<file path="src/rtl/rf_seq_pkg.sv">
// rtl/rf_seq_pkg.sv - shared state type and sizing constants for the bit-serial register-file sequencer
package rf_seq_pkg;

  localparam int RF_XLEN = 32;
  localparam int RF_AW   = 5;

  // Cycles from an accepted start to the next accepted start.
  localparam int SEQ_LAT = RF_XLEN + 3;

  typedef enum logic [1:0] {
    ST_IDLE  = 2'd0,
    ST_LOAD  = 2'd1,
    ST_SHIFT = 2'd2,
    ST_WB    = 2'd3
  } rf_seq_state_e;

endpackage

</file>
<file path="src/rtl/rf_seq_shifter.sv">
// rtl/rf_seq_shifter.sv - operand shift registers (LSB-first out) and MSB-first result collector
module rf_seq_shifter
  import rf_seq_pkg::*;
#(
  parameter int XLEN = RF_XLEN
) (
  input  logic            clk,
  input  logic            rstn,
  input  logic            load_i,
  input  logic            shift_i,
  input  logic [XLEN-1:0] a_i,
  input  logic [XLEN-1:0] b_i,
  input  logic            res_bit_i,
  output logic            a_bit_o,
  output logic            b_bit_o,
  output logic [XLEN-1:0] res_o
);

  logic [XLEN-1:0] sha_q, sha_d;
  logic [XLEN-1:0] shb_q, shb_d;
  logic [XLEN-1:0] shr_q, shr_d;

  // Result bits enter at the MSB so after XLEN shifts bit 0 lands at shr[0].
  always_comb begin
    sha_d = sha_q;
    shb_d = shb_q;
    shr_d = shr_q;
    if (load_i) begin
      sha_d = a_i;
      shb_d = b_i;
    end else if (shift_i) begin
      sha_d = {1'b0, sha_q[XLEN-1:1]};
      shb_d = {1'b0, shb_q[XLEN-1:1]};
      shr_d = {res_bit_i, shr_q[XLEN-1:1]};
    end
  end

  always_ff @(posedge clk or negedge rstn) begin
    if (!rstn) begin
      sha_q <= '0;
      shb_q <= '0;
      shr_q <= '0;
    end else begin
      sha_q <= sha_d;
      shb_q <= shb_d;
      shr_q <= shr_d;
    end
  end

  assign a_bit_o = sha_q[0];
  assign b_bit_o = shb_q[0];
  assign res_o   = shr_q;

endmodule

</file>
<file path="src/rtl/rf_serial_seq.sv">
// rtl/rf_serial_seq.sv - bit-serial operand sequencer between register file and serial ALU; RFSEQ_ABORT_EN adds abort
module rf_serial_seq
  import rf_seq_pkg::*;
#(
  parameter int XLEN = RF_XLEN,
  parameter int AW   = RF_AW,
  parameter int CW   = $clog2(XLEN)
) (
  input  logic            clk,
  input  logic            rstn,
  input  logic            start,
  input  logic [AW-1:0]   rs1_i,
  input  logic [AW-1:0]   rs2_i,
  input  logic [AW-1:0]   rd_i,
  output logic            busy,
  output logic            done,
  output logic [AW-1:0]   rf_rs1,
  output logic [AW-1:0]   rf_rs2,
  input  logic [XLEN-1:0] rf_rd1,
  input  logic [XLEN-1:0] rf_rd2,
  output logic [AW-1:0]   rf_rd,
  output logic [XLEN-1:0] rf_wd,
  output logic            rf_we,
  output logic            op_a_bit,
  output logic            op_b_bit,
  output logic            bit_valid,
  output logic            bit_first,
  output logic            bit_last,
  input  logic            res_bit
`ifdef RFSEQ_ABORT_EN
  ,
  input  logic            abort
`endif
);

  localparam logic [1:0] S_IDLE  = ST_IDLE;
  localparam logic [1:0] S_LOAD  = ST_LOAD;
  localparam logic [1:0] S_SHIFT = ST_SHIFT;
  localparam logic [1:0] S_WB    = ST_WB;

  logic [1:0]      state_q, state_d;
  logic [CW-1:0]   cnt_q, cnt_d;
  logic [AW-1:0]   rs1_q, rs2_q, rd_q;
  logic            accept, cnt_last, abort_w;
  logic            sh_a_bit, sh_b_bit;
  logic [XLEN-1:0] shr;

`ifdef RFSEQ_ABORT_EN
  assign abort_w = abort;
`else
  assign abort_w = 1'b0;
`endif

  assign accept   = (state_q == S_IDLE) && start;
  assign cnt_last = (cnt_q == CW'(XLEN - 1));

  always_comb begin
    state_d = state_q;
    cnt_d   = cnt_q;
    unique case (state_q)
      S_IDLE:  if (start) state_d = S_LOAD;
      S_LOAD: begin
        cnt_d   = '0;
        state_d = S_SHIFT;
      end
      S_SHIFT: begin
        cnt_d = cnt_q + CW'(1);
        if (cnt_last) state_d = S_WB;
      end
      S_WB:    state_d = S_IDLE;
      default: state_d = S_IDLE;
    endcase
    // An abort past SHIFT is too late: the write-back cycle always completes.
    if (abort_w && ((state_q == S_LOAD) || (state_q == S_SHIFT))) state_d = S_IDLE;
  end

  always_ff @(posedge clk or negedge rstn) begin
    if (!rstn) begin
      state_q <= S_IDLE;
      cnt_q   <= '0;
      rs1_q   <= '0;
      rs2_q   <= '0;
      rd_q    <= '0;
    end else begin
      state_q <= state_d;
      cnt_q   <= cnt_d;
      if (accept) begin
        rs1_q <= rs1_i;
        rs2_q <= rs2_i;
        rd_q  <= rd_i;
      end
    end
  end

  rf_seq_shifter #(.XLEN(XLEN)) u_shifter (
    .clk       (clk),
    .rstn      (rstn),
    .load_i    (state_q == S_LOAD),
    .shift_i   (state_q == S_SHIFT),
    .a_i       (rf_rd1),
    .b_i       (rf_rd2),
    .res_bit_i (res_bit),
    .a_bit_o   (sh_a_bit),
    .b_bit_o   (sh_b_bit),
    .res_o     (shr)
  );

  assign busy      = (state_q != S_IDLE);
  assign done      = (state_q == S_WB);
  assign rf_we     = done && (rd_q != '0);
  assign rf_rs1    = rs1_q;
  assign rf_rs2    = rs2_q;
  assign rf_rd     = rd_q;
  assign rf_wd     = shr;
  assign bit_valid = (state_q == S_SHIFT);
  assign bit_first = bit_valid && (cnt_q == '0);
  assign bit_last  = bit_valid && cnt_last;
  assign op_a_bit  = bit_valid && sh_a_bit;
  assign op_b_bit  = bit_valid && sh_b_bit;

endmodule

</file>
<file path="config.mk">
export PLATFORM = sky130hd
export DESIGN_NAME = rf_serial_seq
export DESIGN_NICKNAME = d
export VERILOG_FILES = /design/src/rtl/rf_seq_pkg.sv /design/src/rtl/rf_seq_shifter.sv /design/src/rtl/rf_serial_seq.sv
export SDC_FILE = /design/constraint.sdc
export NUM_CORES = 1
export LEC_CHECK = 0
export ABC_AREA = 1
export BUFFER_PORTS_ARGS = -buffer_cell sky130_fd_sc_hd__buf_2
export CORE_UTILIZATION = 31
export DETAILED_ROUTE_END_ITERATION = 12
export GPL_TIMING_DRIVEN = 0
export HOLD_SLACK_MARGIN = 0.12
export SLEW_MARGIN = 30
export SYNTH_ARGS = -nofsm -noshare
export SYNTH_HDL_FRONTEND = slang
export SYNTH_SLANG_ARGS = --single-unit
</file>
<file path="constraint.sdc">
create_clock -name clk -period 2.1 [get_ports clk]
set_input_delay 0.42 -clock clk [delete_from_list [all_inputs] [get_ports clk]]
set_output_delay 0.42 -clock clk [all_outputs]
set_load 0.005 [all_outputs]
</file>
Yosys cells after proc, flatten, opt, wreduce, memory -nomap -nowiden --
Cells that the tools add are included.
Word-level totals: bits in registers 118, word-level logic and storage cells 37
Cells by class: add/sub/neg operators 1, equality and inequality tests 6, mux-type cells 8, bitwise logic cells 1, reduce and logical (&&, ||, !) cells 13
Operators by type and width (number):
- 2-to-1 mux 32 bit | 4
- case mux 5 bit (2 select lines) | 1
- case mux 2 bit (4 select lines) | 1
- logical AND 1 bit | 6
- adder 5 x 1 -> 5 bit (second input constant) | 1
- equality test 5 bit (second input constant) | 1
- logical NOT 5 bit | 1
- nonzero test 5 bit | 1
- equality test 2 bit (second input constant) | 2
- 2-to-1 mux 2 bit | 2
- AND reduction 2 bit | 2
- nonzero test 2 bit | 2
- equality test 2 x 1 -> 1 bit (second input constant) | 1
- logical NOT 2 bit | 1
- != test 2 x 1 -> 1 bit (second input constant) | 1
- != test 2 bit (second input constant) | 1
- inverter 1 bit | 1

Depth between registers and ports, before layout --
Gate-level depths: netlist of run 1.
word-level depth 3, gate-level depth with buffers 8, depth with buffers taken out 7

Hierarchy --
From an unflattened synthesis of run 1, not the netlist that was laid out.
Second synthesis, totals: cell total of the unflattened synthesis 615, area, all modules 5176.2 um^2
By module, submodules not included:
- rf_seq_shifter | instances 1, cells an instance 483, area an instance 4042.6 um^2, seq. area each 2402.3 um^2
- rf_serial_seq | instances 1, cells an instance 132, area an instance 1133.6 um^2, seq. area each 550.5 um^2

Worst setup path before layout of run 1 --
Ideal clock, no wire load.
path type reg-to-output, start reg state_q[0], end out bit_last, arrival time 1.143 ns, required time 1.680 ns, slack 0.537 ns, cell stages (with the launch flop) 7, buffers on the path 2, cell sequence dfrtp_1 inv_1 ha_1 buf_4 buf_4 nand2_1 inv_1
Between the ends: cells in the longest elaborated chain, start to end 2
Ends and longest elaborated chain:
- start: declaration | RTL line rf_serial_seq.sv:41 | logic [1:0] state_q, state_d;
- start signal: assignment | RTL line rf_serial_seq.sv:85 | state_q <= state_d;
- equality test 2 bit | RTL line rf_serial_seq.sv:115 | assign bit_valid = (state_q == S_SHIFT);
- net bit_valid | RTL line rf_serial_seq.sv:26 | output logic bit_valid,
- logical AND 1 bit | RTL line rf_serial_seq.sv:117 | assign bit_last = bit_valid && cnt_last;
- end: declaration | RTL line rf_serial_seq.sv:28 | output logic bit_last,
The timed path passes the listed nets, and every way through them passes these cells.

Worst setup path after layout of run 1 --
start reg cnt_q[1], end out bit_last
Between the ends: cells in the longest elaborated chain, start to end 2
Ends and longest elaborated chain:
- start: declaration | RTL line rf_serial_seq.sv:42 | logic [CW-1:0] cnt_q, cnt_d;
- start signal: assignment | RTL line rf_serial_seq.sv:86 | cnt_q <= cnt_d;
- equality test 5 bit | RTL line rf_serial_seq.sv:55 | assign cnt_last = (cnt_q == CW'(XLEN - 1));
- logical AND 1 bit | RTL line rf_serial_seq.sv:117
Every way passes these cells.

==> flow_metrics.tcl, run 1 <==
set metrics [dict create \
    drv_cap 0 \
    yosysSeqAreaShare_pct 56.3 \
    num_rows 47 \
    cts_tree "done" \
    critical_path_arrival_ns 1.58 \
    wl_per_cell_um 12.3 \
    yosys.cell_types.count 18 \
    synth_edf_count 0 \
    worstHoldStart "res_bit" \
    critical_path.endpoint_type "output port" \
    dieHeight_um 132 \
    required_ns 1.68 \
    crit_fanout 3 \
    routed_via_density 4.46 \
    synth_seq_cells 118 \
    synth_largest_area_cell "dfrtp_1" \
    timing.critical_path.buf_inv 2 \
    start_kind "flop" \
    timing.rr.start "state_q[1]$_DFFE_PN0P_" \
    async_reset_ff_share_pct 100 \
    startpoint "cnt_q[1]$_DFFE_PN0P_" \
    seq_area_um2 2950 \
    fmax_mhz 500 \
    setup_viol 0 \
    worstHoldPathType "input port to flop" \
    netlist_top_cells_count "nand2_1, dfrtp_1, o21ai_1, nor2_1, o21ai_0" \
    route.detailed.drc 0 \
    grt_pass1_vias 4331 \
    cts.path.max_buffers 2 \
    dpl_cell_area_um2 6240 \
    grt_usage_pct 15.3 \
    crit_family "flip-flops" \
    core_area_um2 16500 \
    syn_area_um2 5240 \
    ys_warn_count 0 \
    area_growth_pct 30.3 \
    critPathMaxStageDelay_ns 0.39 \
    drive_above_1_share_pct 27.2 \
    antenna_left 0 \
    syn_area_per_cell_um2 8.58 \
    first_pass_iters 5 \
    syn_nets 702 \
    fp.dieW_um 132 \
    detailed_place_hpwl_mm 8.55 \
    grt.overflow.total 0 \
    max-vdd-ir-drop_uv 620 \
    fin_setup_tns_ns 0 \
    synth_area_leaders "dfrtp_1, nand2_1, o21ai_1" \
    whs_ns 0.219 \
    period_share_pct 95.2 \
    synth.top_cell.area_share_pct 56.3 \
    grt_max_degree 64 \
    nNetsFinal 858 \
    leakagePower_nw 3.56 \
    power_density_nw_per_um2 1680 \
    worstMarginPinSlew_ns 0.496 \
    grt_pass1_wl_mm 21.3 \
    nFillCells 1688 \
    die-area_um2 17400 \
    gp_congestion 0.770 \
    relSlewSlack_pct 66.9 \
    port_buffers 136 \
    crit_top_cell "ha_2" \
    outcome "finished, final reports clean" \
    h-tree-depth 4 \
    drt_iter0_drc 178 \
    ios 138 \
    yosysMostFrequentCell "nand2_1" \
    critPathKind "flop to output port" \
    min_period_ns 2.00 \
    synth_cells 611 \
    clk_latency_ns 0.41 \
    hold_viol 0 \
    multi_input_area_um2 1930 \
    finalPower_mw 11.5 \
    cts.sink_count 118 \
    cp_slowest_cell "dfrtp_1" \
    routed-via-count 4467 \
    clock_skew_ns 0.00736 \
    ys.flop_type "dfrtp_1" \
    clockRootBuffer "clkbuf_16" \
    numCtsBuffers 17 \
    wirelength_mm 12.4 \
    initial_core_util_pct 31.7 \
    antenna_found_initial 3 \
    drv_slew 0 \
    rsz0062_at_grt "no" \
    clk_pin_slew_worst_paths_ns 0.06 \
    crit_chain "ha_2, and3_1, ha_2, nand2_1, inv_1, buf_2" \
    fin_area_um2 6830 \
]
timing repair:
item                                   CTS  global route
buffers inserted                         1             1
setup endpoints to repair                5             5
pin swaps                                0             1
cloned                                   0             0
hold buffers                             1             0
resized for setup                        3             4
endpoints found under the hold margin   62             0
where the power goes:
| part | internal [mW] | total [mW] | switching, mW | leakage (nW) |
|---|---|---|---|---|
| combinational | 2.02 | 4.94 | 2.92 | 1.79 |
| sequential | 3.29 | 3.82 | 0.529 | 1.50 |
| clock | 1.63 | 2.73 | 1.10 | 0.263 |
area by class of cell:
cell class                      count  area share [%]
Sequential cell                   118            43.2
Multi-Input combinational cell    438            28.3
Timing Repair Buffer              140            10.9
Clock buffer                       18            6.28
Buffer                             37            4.41
Tap cell                          220            4.03
Clock inverter                     14            1.87
Inverter                           15           0.898
Antenna cell                        2          0.0733
sequential cells by signal, indices dropped and copies added (netlist names):
| signal | flops |
|---|---|
| rf_rs1 | 5 |
| u_shifter.shb_q | 32 |
| cnt_q | 5 |
| rf_rs2 | 5 |
| u_shifter.res_o | 32 |
| u_shifter.sha_q | 32 |
| state_q | 2 |
| rf_rd | 5 |
worst min-delay path, delay by kind of cell:
family,cells,cell delay [ns]
and+or+nand+nor,2,0.09
buffers and inverters,1,0.08
path summary, 6_finish.rpt:
check,endpoint,slack [ns],depth (start not counted)
max,bit_last,0.10,6
min,u_shifter.res_o[31]$_DFFE_PN0P_,0.22,3
max reg2reg,u_shifter.sha_q[6]$_DFFE_PN0P_,0.51,6
min reg2reg,rf_rs2[2]$_DFFE_PN0P_,0.47,2
max in group asynchronous,u_shifter.shb_q[12]$_DFFE_PN0P_,0.90,3
min in group asynchronous,rf_rs2[1]$_DFFE_PN0P_,0.55,2
placed cells by master, fill, tap and decap left out, types with 2 or more instances in the layout:
| cell | n |
|---|---|
| nand2_1 | 201 |
| clkinvlp_4 | 4 |
| clkbuf_16 | 17 |
| inv_1 | 12 |
| clkinv_4 | 3 |
| nand3_1 | 22 |
| ha_2 | 2 |
| nor2_1 | 70 |
| buf_2 | 145 |
| o21ai_1 | 74 |
| dfrtp_1 | 118 |
| ha_1 | 5 |
| o21ai_0 | 59 |
| inv_6 | 4 |
| inv_2 | 2 |
| clkinv_2 | 3 |
| buf_4 | 9 |
| diode_2 | 2 |
| buf_6 | 16 |
| clkbuf_1 | 4 |
kinds of logic (layout without fill, tap and decap cells):
logic type,count (synthesis),after routing,share of synthesized area (%)
AND/OR/NAND/NOR,296,296,21.9
AO/OA/AOI/OAI,134,134,12.8
flip-flops,118,118,56.3
buffers and inverters,55,224,7.13
adder cells (fa/ha/maj),8,8,1.91
other,0,2,0
per-layer routing:
metal  global-route usage [%]  wire length, um  vias to the layer above
met5                        0               10                        -
li1                         -                -                     2286
met1                     21.0             6280                     2064
met4                     4.33               42                        2
met2                     23.0             5390                      111
met3                     5.19              650                        4
through the flow:
| step | cells | util [%] | setup slack, ns |
|---|---|---|---|
| after floorplan | 611 | - | 0.537 |
| after global placement | 967 | 37.5 | -0.988 |
| after detailed placement | 968 | 37.7 | 0.121 |
| after CTS | 1000 | 41.2 | 0.00487 |
| after global routing | 1000 | 41.3 | 0.00256 |
| final | 1002 | 41.3 | 0.101 |
(Power assumes the default switching activity.)
==> inputs of run 2 (changes only) <==
- ABC_AREA: 1 -> not set
==> run 2 against run 1 <==
Synthesized area is 1.6% lower. Clock power is 7.7% higher. Worst setup slack worse by 0.029 ns. Clock skew is 0.0022 ns lower. Global-route usage is 1.2 points lower. Critical path type unchanged. Critical endpoint is now bit_first. Largest power group unchanged.
==> flow_metrics.tcl, run 2 <==
set metrics [dict create \
    cts.sink_count 118 \
    drv_cap 0 \
    clock_skew_ns 0.00517 \
    routed_via_density 4.48 \
    route.detailed.drc 0 \
    dieHeight_um 131 \
    crit_chain "inv_2, ha_4, buf_6, buf_8, and4_4, buf_2" \
    critPathMaxStageDelay_ns 0.39 \
    grt_usage_pct 14.2 \
    syn_area_per_cell_um2 12.0 \
    required_ns 1.68 \
    grt_pass1_wl_mm 18.4 \
    ys.flop_type "dfrtp_1" \
    relSlewSlack_pct 68.5 \
    synth_edf_count 0 \
    syn_nets 520 \
    clockRootBuffer "clkbuf_16" \
    drive_above_1_share_pct 41.7 \
    cp_slowest_cell "dfrtp_1" \
    ios 138 \
    setup_ws_ns 0.0712 \
    wl_per_cell_um 13.8 \
    antenna_left 0 \
    setup_viol 0 \
    dpl_cell_area_um2 6150 \
    numCtsBuffers 17 \
    hold_viol 0 \
    critical_path_arrival_ns 1.61 \
    yosys.cell_types.count 24 \
    ys_warn_count 0 \
    drt_iter0_drc 117 \
    initial_core_util_pct 32.1 \
    critPathKind "flop to output port" \
    nNetsFinal 685 \
    yosysSeqAreaShare_pct 57.2 \
    crit_fanout 10 \
    min_period_ns 2.03 \
    cts.path.max_buffers 2 \
    start_kind "flop" \
    diodes 0 \
    core_area_um2 16100 \
    synth_seq_cells 118 \
    critical_path.endpoint_type "output port" \
    period_share_pct 96.6 \
    fin_area_um2 6880 \
    synth.top_cell.area_share_pct 57.2 \
    leakagePower_nw 3.09 \
    yosysMostFrequentCell "dfrtp_1" \
    fp.dieW_um 131 \
    gp_congestion 0.716 \
    async_reset_ff_share_pct 100 \
    fmax_mhz 493 \
    rsz0062_at_grt "yes" \
    synth_area_leaders "dfrtp_1, mux2i_1, mux2_2" \
    worstMarginPinSlew_ns 0.472 \
    outcome "finished, final reports clean" \
    first_pass_iters 4 \
    grt_pass1_vias 3892 \
    timing.critical_path.buf_inv 4 \
    pre_cts_ws_ns 0.0750 \
    wirelength_mm 11.4 \
    die-area_um2 17200 \
    crit_family "buffers and inverters" \
    grt_max_degree 79 \
    h-tree-depth 4 \
    routed-via-count 3689 \
    clk_pin_slew_worst_paths_ns 0.05 \
    power_density_nw_per_um2 1770 \
    area_growth_pct 33.3 \
    synth_largest_area_cell "dfrtp_1" \
    worstHoldPathType "input port to flop" \
    grt.overflow.total 0 \
    cts_tree "done" \
    syn_area_um2 5160 \
    detailed_place_hpwl_mm 8.01 \
    antenna_found_initial 0 \
    netlist_top_cells_count "dfrtp_1, a21oi_1, mux2i_1, nor2_1, mux2_2" \
    drv_slew 0 \
    mostFrequentLayoutCells "buf_2, dfrtp_1, mux2i_1, a21oi_1, nor2_1" \
    final_common_cell "buf_2" \
    clk_latency_ns 0.41 \
    port_buffers 137 \
    max-vdd-ir-drop_uv 610 \
    synth_cells 429 \
    num_rows 46 \
]
-- run 2: report_power, final --
part           total [mW]  internal [mW]  switching (mW)
combinational        5.23           2.52            2.72
clock                2.94           1.92            1.01
sequential           4.03           3.43           0.609
-- run 2: worst paths after layout --
kind                                              endpoint  cells after the start              startpoint  slack (ns)
max in group asynchronous  u_shifter.sha_q[12]$_DFFE_PN0P_                      3                    rstn        0.94
hold reg to reg                      rf_rs2[3]$_DFFE_PN0P_                      1   rf_rs2[3]$_DFFE_PN0P_        0.50
setup / recovery                                 bit_first                      6  state_q[0]$_DFFE_PN0P_        0.07
min in group asynchronous            rf_rs1[4]$_DFFE_PN0P_                      2                    rstn        0.48
hold / removal                        rf_rd[1]$_DFFE_PN0P_                      2                 rd_i[1]        0.24
setup reg to reg            u_shifter.shb_q[5]$_DFFE_PN0P_                      7  state_q[0]$_DFFE_PN0P_        0.22
-- run 2: layer usage --
layer	global-route usage (%)	part of all wire, %	wire length, um
met1	16.8	44	5020
met2	23.2	48	5500
met3	4.52	5.8	660
met4	6.90	1.5	171
met5	0	0	0
-- run 2: logic make-up (layout without fill, tap and decap cells) --
family,Yosys count,count (layout),synth area share [%]
simple gates,80,80,6.52
compound gates,73,73,7.22
fa+ha+maj,8,8,1.94
mux,111,111,22.7
flops,118,118,57.2
buf+inv,39,217,4.44
-- run 2: repair_timing --
action	CTS	global route
setup buffers	4	3
endpoints found under the setup margin	4	3
resized for setup	11	3
pin swaps	0	2
hold endpoints to repair	40	0
hold buffers	1	0
-- run 2: per-stage QoR --
step | setup TNS, ns | hold slack (ns) | utilization, % | std cells | power, mW
6_report | 0 | 0.242 | 42.8 | 823 | 12.2
4_1_cts | 0 | 0.218 | 42.6 | 820 | 12.4
3_5_place_dp | 0 | 0.322 | 38.3 | 783 | 9.25
3_3_place_gp | -92.08 | 0.485 | 38.1 | 782 | 9.00
2_1_floorplan | 0 | 0.124 | - | 429 | 7.57
5_1_grt | -0.00204 | 0.222 | 42.8 | 823 | 13.2
-- run 2: layout make-up --
class / count / area [um^2]
fillers: 1561 / 9180
clock inverters: 12 / 153
well taps: 216 / 270
flip-flops and latches: 118 / 2950
repair buffers: 146 / 786
inverters: 11 / 41.3
multi-input cells: 272 / 2020
plain buffers: 28 / 204
clock buffers: 20 / 457
==> inputs of run 3 (changes only) <==
- CORE_UTILIZATION: 31 -> 50
- PLACE_DENSITY: not set -> 0.76
==> run 3 against run 2 <==
The flow now finishes with violations (negative setup slack). Critical endpoint is now rf_we. Via count up 3.0%. Count of clock-buffer cells in the layout up 3. Clock power up 6%. Highest routed layer unchanged. First-iteration DRC count up 14%. Utilization up 26 points. Maximum frequency down 4.3%. Register-to-register slack better by 0.09 ns. Wire length down 6.0%.
==> flow_metrics.tcl, run 3 (synthesis gave the netlist of run 2 again) <==
set metrics [dict create \
    grt_max_degree 80 \
    worstHoldStart "rs1_i[0]" \
    wl_met2_mm 5.13 \
    required_ns 1.68 \
    rsz0062_at_grt "yes" \
    outcome "finished with violations" \
    max-vdd-ir-drop_uv 853 \
    top_layer_used "met4" \
    numCtsBuffers 17 \
    hold_viol 0 \
    worstMarginPinSlew_ns 0.480 \
    m1WireLength_mm 4.78 \
    dpl_cell_area_um2 6050 \
    h-tree-depth 4 \
    num_rows 36 \
    dp_cells 700 \
    core_area_um2 9910 \
    timing.rr.start "state_q[1]$_DFFE_PN0P_" \
    grt_pass1_wl_mm 18.0 \
    cts.sink_count 118 \
    leakagePower_nw 3.15 \
    instances_no_fill 744 \
    diodes 0 \
    period_share_pct 101 \
    grt.overflow.total 0 \
    cts_tree "done" \
    failed_checks "negative setup slack" \
    critPathKind "flop to output port" \
    antenna_found_initial 0 \
    drt_iter0_drc 133 \
    critical_path.endpoint_type "output port" \
    setup_viol 1 \
    worstHoldPathType "input port to flop" \
    finalPower_mw 12.4 \
    cts.path.max_buffers 2 \
    drv_cap 0 \
    routed-via-count 3798 \
    clock_skew_ns 0.00790 \
    clk_pin_slew_worst_paths_ns 0.05 \
    critical_path_arrival_ns 1.70 \
    antenna_left 0 \
    cp_slowest_cell "or4_1" \
    ios 138 \
    clk_latency_ns 0.51 \
    first_pass_iters 4 \
    route.detailed.drc 0 \
    dieHeight_um 104 \
    startpoint "rf_rd[0]$_DFFE_PN0P_" \
    gp_congestion 0.752 \
    fp.dieW_um 104 \
    detailed_place_hpwl_mm 7.40 \
    nNetsFinal 689 \
    setup_ws_ns -0.0189 \
    port_buffers 137 \
    mostFrequentLayoutCells "buf_2, dfrtp_1, mux2i_1, a21oi_1, nor2_1" \
    fin_area_um2 6840 \
    area_growth_pct 32.5 \
    clockRootBuffer "clkbuf_8" \
    critPathMaxStageDelay_ns 0.52 \
    drive_above_1_share_pct 41.7 \
    crit_family "simple AND/OR/NAND/NOR gates" \
    grt_usage_pct 21.1 \
    min_period_ns 2.12 \
    power_density_nw_per_um2 1810 \
    grt_pass1_vias 3898 \
    whs_ns 0.142 \
    wl_per_cell_um 14.4 \
    fmax_mhz 472 \
    relSlewSlack_pct 68.0 \
    crit_fanout 2 \
    drv_slew 0 \
    wirelength_mm 10.7 \
    routed_via_density 5.10 \
    fin_setup_tns_ns -0.0189 \
    die-area_um2 10700 \
    final_common_cell "buf_2" \
    crit_chain "or4_1, o21a_1, buf_2" \
    initial_core_util_pct 52.1 \
    start_kind "flop" \
    wl_met3_um 731 \
    timing.critical_path.buf_inv 1 \
]
-- run 3: cell types whose count changed in the layout (fill, tap and decap cells not counted), moves of 2 or more --
cell	previous run	this run
buf_4	9	14
bufinv_16	3	5
clkbuf_8	2	5
clkinv_4	2	0
clkinvlp_4	4	0
-- run 3: worst register-to-register path: stages, from the launching register on --
cell	delay, ns
dfrtp_1	0.40
inv_1	0.11
ha_1	0.29
buf_2	0.22
buf_2	0.27
buf_2	0.26
a21oi_1	0.10
-- run 3: repair_timing --
action | 4_1_cts | 5_1_grt
endpoints found under the hold margin | 39 | 0
pin swaps | 3 | 2
hold buffers | 1 | 0
gates resized for setup | 6 | 5
setup buffers | 9 | 3
setup endpoints to repair | 5 | 4
-- run 3: power by group --
| group | internal (mW) | switching, mW | leakage (nW) |
|---|---|---|---|
| sequential | 3.43 | 0.613 | 1.33 |
| clock | 2.17 | 0.970 | 0.322 |
| combinational | 2.52 | 2.71 | 1.49 |
| total | 8.11 | 4.30 | 3.15 |
-- run 3: path summary, 6_finish.rpt --
path	depth (start not counted)	slack, ns	to
max	3	-0.02	rf_we
min	2	0.14	rf_rs1[0]$_DFFE_PN0P_
max reg2reg	6	0.31	u_shifter.shb_q[26]$_DFFE_PN0P_
min reg2reg	1	0.50	rf_rs1[2]$_DFFE_PN0P_
max in group asynchronous	3	1.04	rf_rd[0]$_DFFE_PN0P_
min in group asynchronous	2	0.39	u_shifter.sha_q[21]$_DFFE_PN0P_
-- run 3: cell type report --
type                       instances  area [um^2]
fill                             762         3070
sequential                       118         2950
multi-input combinational        272         2010
timing repair buffer             151          830
clock buffer                      23          477
buffer                            27          189
clock inverter                     9          170
tap                              133          166
inverter                          11         41.3
-- run 3: metrics by stage --
stage | worst slack (ns) | util, %
detailed placement | 0.224 | 61.1
finish | -0.0189 | 69.0
floorplan | 0.486 | -
CTS | -0.0388 | 68.6
global placement | -0.783 | 60.7
global route | -0.0900 | 69.0
-- run 3: per-layer routing --
layer	GRT usage [%]	vias up
met3	6.86	5
met1	27.1	1842
met5	0	-
met2	33.9	129
met4	6.83	0
li1	-	1822
